--- config.mk ---
export PLATFORM = sky130hd
export DESIGN_NAME = jam_cost_eval
export DESIGN_NICKNAME = d
export VERILOG_FILES = /design/src/rtl/jam_cost_eval.sv
export SDC_FILE = /design/constraint.sdc
export NUM_CORES = 1
export LEC_CHECK = 0
export CAP_MARGIN = 20
export CORE_AREA = 5 5 92 94
export CTS_CLUSTER_DIAMETER = 60
export DETAILED_ROUTE_END_ITERATION = 16
export DIE_AREA = 0 0 97 99
export PLACE_DENSITY = 0.75
export REMOVE_ABC_BUFFERS = 1
export SKIP_CTS_REPAIR_TIMING = 1
export SLEW_MARGIN = 30
export SYNTH_ARGS = -nofsm -noshare
export SYNTH_HDL_FRONTEND = slang
export SYNTH_SLANG_ARGS = --single-unit
export TNS_END_PERCENT = 10
--- constraint.sdc ---
create_clock -name clk -period 4.8 [get_ports clk]
set_input_delay 1.44 -clock clk [delete_from_list [all_inputs] [get_ports clk]]
set_output_delay 1.44 -clock clk [all_outputs]
set_load 0.01 [all_outputs]
--- src/rtl/jam_cost_eval.sv ---
// jam_cost_eval: sums cost-matrix entries over each offered permutation and tracks the minimum total and its multiplicity
module jam_cost_eval #(
    parameter int N  = 8,
    parameter int CW = 7,
    parameter int SW = $clog2(N*(2**CW-1)+1),
    parameter int MW = 16
) (
    input  logic                       clk,
    input  logic                       rst,
    input  logic                       perm_valid,
    input  logic [N-1:0][$clog2(N)-1:0] perm,
    output logic                       perm_req,
    output logic [$clog2(N)-1:0]       W,
    output logic [$clog2(N)-1:0]       J,
    input  logic [CW-1:0]              Cost,
    output logic [SW-1:0]              MinCost,
    output logic [MW-1:0]              MatchCount,
    output logic                       Valid
);
    localparam int IW = $clog2(N);
    typedef enum logic [1:0] {IDLE, ACCUM, COMPARE, DONE} state_t;
    state_t               state_q, state_d;
    logic [N-1:0][IW-1:0] snap_q, snap_d;
    logic [SW-1:0]        sum_q, sum_d, min_q, min_d;
    logic [IW-1:0]        idx_q, idx_d;
    logic [MW-1:0]        cnt_q, cnt_d;
    logic                 last_q, last_d, valid_q, valid_d, req_q, req_d, desc;
    always_comb begin
        desc = 1'b1;
        for (int i = 0; i < N; i++) desc = desc & (perm[i] == IW'(N-1-i));
    end
    always_comb begin
        state_d = state_q;
        snap_d  = snap_q;
        last_d  = last_q;
        sum_d   = sum_q;
        idx_d   = idx_q;
        min_d   = min_q;
        cnt_d   = cnt_q;
        valid_d = valid_q;
        req_d   = 1'b0;
        case (state_q)
            IDLE: if (perm_valid) begin
                snap_d  = perm;
                last_d  = desc;
                sum_d   = '0;
                idx_d   = '0;
                req_d   = !desc;
                state_d = ACCUM;
            end
            ACCUM: begin
                sum_d   = sum_q + SW'(Cost);
                idx_d   = idx_q + 1'b1;
                state_d = idx_q == IW'(N-1) ? COMPARE : ACCUM;
            end
            COMPARE: begin
                min_d   = sum_q < min_q ? sum_q : min_q;
                cnt_d   = sum_q < min_q ? MW'(1) : (sum_q == min_q && cnt_q != '1) ? cnt_q + 1'b1 : cnt_q;
                valid_d = last_q;
                state_d = last_q ? DONE : IDLE;
            end
            default: ;
        endcase
    end
    always_ff @(posedge clk) begin
        if (rst) begin
            state_q <= IDLE;
            snap_q  <= '0;
            last_q  <= 1'b0;
            sum_q   <= '0;
            idx_q   <= '0;
            min_q   <= '1;
            cnt_q   <= '0;
            valid_q <= 1'b0;
            req_q   <= 1'b0;
        end else begin
            state_q <= state_d;
            snap_q  <= snap_d;
            last_q  <= last_d;
            sum_q   <= sum_d;
            idx_q   <= idx_d;
            min_q   <= min_d;
            cnt_q   <= cnt_d;
            valid_q <= valid_d;
            req_q   <= req_d;
        end
    end
    assign W          = state_q == ACCUM ? idx_q : '0;
    assign J          = state_q == ACCUM ? snap_q[idx_q] : '0;
    assign perm_req   = req_q;
    assign MinCost    = min_q;
    assign MatchCount = cnt_q;
    assign Valid      = valid_q;
endmodule
==> results.md <==
* First-pass detailed-route iteration total at 4
* Top cells by count, synth: nand2_1 (89), dfxtp_1 (68), a21oi_1 (44), ha_1 (23), inv_1 (22)
* I/O pin count at 68
* Worst Tran Pin Value at 0.889 ns
* Filler instances at 637
* CTS Buffer Depth at 2
* RSZ-0062 raised after global routing: false
* Status: finished clean
* Final wirelength at 8380 um
* Cells after Synth at 440
* Grt total ovfl at 0
* Core area at 0.00757 sq mm
* Total Die Area at 0.00960 sq mm
* Skew final at 0.00973 ns
* Share of the synthesized area in the top cell type at 37.6%
* DRT iter0 DRCs at 144
* Dpl ws at 0.924 ns
* Clk sinks at 68
* Crit Path Class: flop to output port
* Vias at 3245
* FF-to-FF Start: state_q[0]
* Fin crit period at 3.73 ns
* First-pass GRT wire length at 13900 um
* Hold Crit Class: flop to flop
* CTS clock-pin slew for the worst setup and hold paths at 0.07 ns
* Hpwl dp at 6290 um
* Vias in the first global route at 3033
* Fraction of registers with async set/reset at 0%
* PnR worst setup slack at 1.07 ns
* Crit path from: idx_q[0]
* Setup tns final at 0 ns
* IO Port Bufs at 67
* Cell row count at 32
* Synth Area per Inst at 8.22 sq um
* Power Dens Cells at 272 mW/mm^2
* Max_slew headroom at 40.7%
* Final core utilization at 60.1%
* Synth Register Bits at 68
* Area growth from synthesis to layout at 25.7%
* Routability cong. at 0.857
* P_leak at 1.77 nW
* Initial antenna violation count at 0
* Fin nets at 554
* Synth Flop Type: dfxtp_1
* Setup violators final at 0
* Share of cells above drive strength 1 at 7.98%
* # diodes at 0
* Largest net degree at the start of global routing at 40
* Clk root buf: clkbuf_8
* Die Y at 99 um
* Post-synth cell types at 52
* Max-cap violation count at 0
* Maximum VDD drop at 155 uV
* Tot Pwr at 0.00124 W
* Tot GR Track Use at 17.2%
* Count leader, synth: nand2_1
* EDFF count, synth at 0
* Clk_lat worst skew at 0.34 ns
* Antenna-violating nets left at 0
* Ranking of synthesized cells by area: dfxtp_1 (38%), nand2_1 (9.2%), ha_1 (8.0%)
* Critical path arrival at 2.29 ns
* H-tree levels at 3
* Synth Warn # at 0
* DRC at 0
* Startpoint types: flop
* Max Fclk at 268 MHz
* Worst Path Required at 3.36 ns
* Max Slew Vio Count at 0
* Final Hold Vio Count at 0
* Period utilization at 77.6%
* CTS Buf Count at 9
* Hold path start: snap_q[6]
* Post-synthesis cell type with the largest combined area: dfxtp_1
* Crit path max fanout at 9
* CP endpoint kind: output port
* Die W at 97 um
* CTS tree: yes
* Synth Cell Area at 0.00362 sq mm
* Avg WL per Cell at 13.9 um
* Initial Utilization at 47.8%
* Register area share after synthesis at 37.6%
* Via density at 5.38
## through the flow
stage	area, sq um	hold WS [ns]	std cells
global route	4550	0.476	603
floorplan	3520	0.427	415
detailed placement	4340	0.443	587
finish	4550	0.453	603
CTS	4550	0.453	603
global placement	4340	0.441	587
## critical path, stage by stage, from the launching register on
cell and delay [ns]:
dfxtp_1 0.66, mux4_2 0.58, mux2i_1 0.17, nor2_1 0.07
clkdlybuf4s50_1 0.48
## logic make-up (layout without fill, tap and decap cells)
| family | after synthesis | count (layout) | share of synthesized area [%] |
|---|---|---|---|
| AND/OR/NAND/NOR | 179 | 179 | 23.7 |
| AO/OA/AOI/OAI | 105 | 105 | 18.6 |
| flip-flops | 68 | 68 | 37.6 |
| buffers and inverters | 47 | 108 | 4.91 |
| adder cells (fa/ha/maj) | 24 | 24 | 8.51 |
| multiplexers | 11 | 11 | 5.19 |
| XOR/XNOR | 6 | 6 | 1.45 |
## final cells by class
cell class                      instances  area (sq um)  share of cell area (%)
Multi-Input combinational cell        325          2080                    45.7
Sequential cell                        68          1360                    29.9
Timing Repair Buffer                   70           693                    15.2
Clock buffer                           12           155                    3.41
Tap cell                              102           128                    2.81
Inverter                               22          82.6                    1.82
Clock inverter                          4          47.5                    1.05
## layer usage
metal / up-vias / track usage [%] / routed length (um)
met2: 69 / 28.8 / 3980
met3: 8 / 4.10 / 438
met5: - / 0 / 0
met4: 0 / 5.18 / 76
met1: 1497 / 22.2 / 3890
li1: 1671 / - / -
## registers in the layout, indices dropped and copies added, names as in the netlist
name / cells
Valid: 1
perm_req: 1
MatchCount: 16
MinCost: 10
sum_q: 10
state_q: 2
last_q: 1
snap_q: 24
idx_q: 3
## power breakdown
part           internal [W]  switching, W  total, W
combinational     0.0000738     0.0000843  0.000158
sequential         0.000584     0.0000152  0.000599
clock              0.000267      0.000211  0.000478
total              0.000925      0.000311   0.00124
## path summary, 6_finish.rpt
path,end,slack [ns],cells after the start
min,snap_q[6],0.45,2
min reg2reg,snap_q[6],0.45,2
max reg2reg,sum_q[6],2.12,7
max,J[1],1.07,4
## cell usage in the layout, fill, tap and decap left out, drive strengths merged, types with 2 or more instances in the layout
master          n
a211oi          5
a21o            6
a21oi          44
a31o            2
a31oi          10
a41oi           2
and2            5
and3            7
and4            3
buf             3
clkbuf         12
clkdlybuf4s50  67
clkinv          2
dfxtp          68
ha             23
inv            22
mux2            2
mux2i           3
mux4            6
nand2          89
nand2b          4
nand3          13
nand4          10
nor2           17
nor2b           3
nor3           13
nor4b           3
o211ai          6
o21a            3
o21ai          16
o22ai           3
or2             4
or3             3
or4             2
xnor2           4
xor2            2
Note: power is estimated with default switching activity, not from simulation.
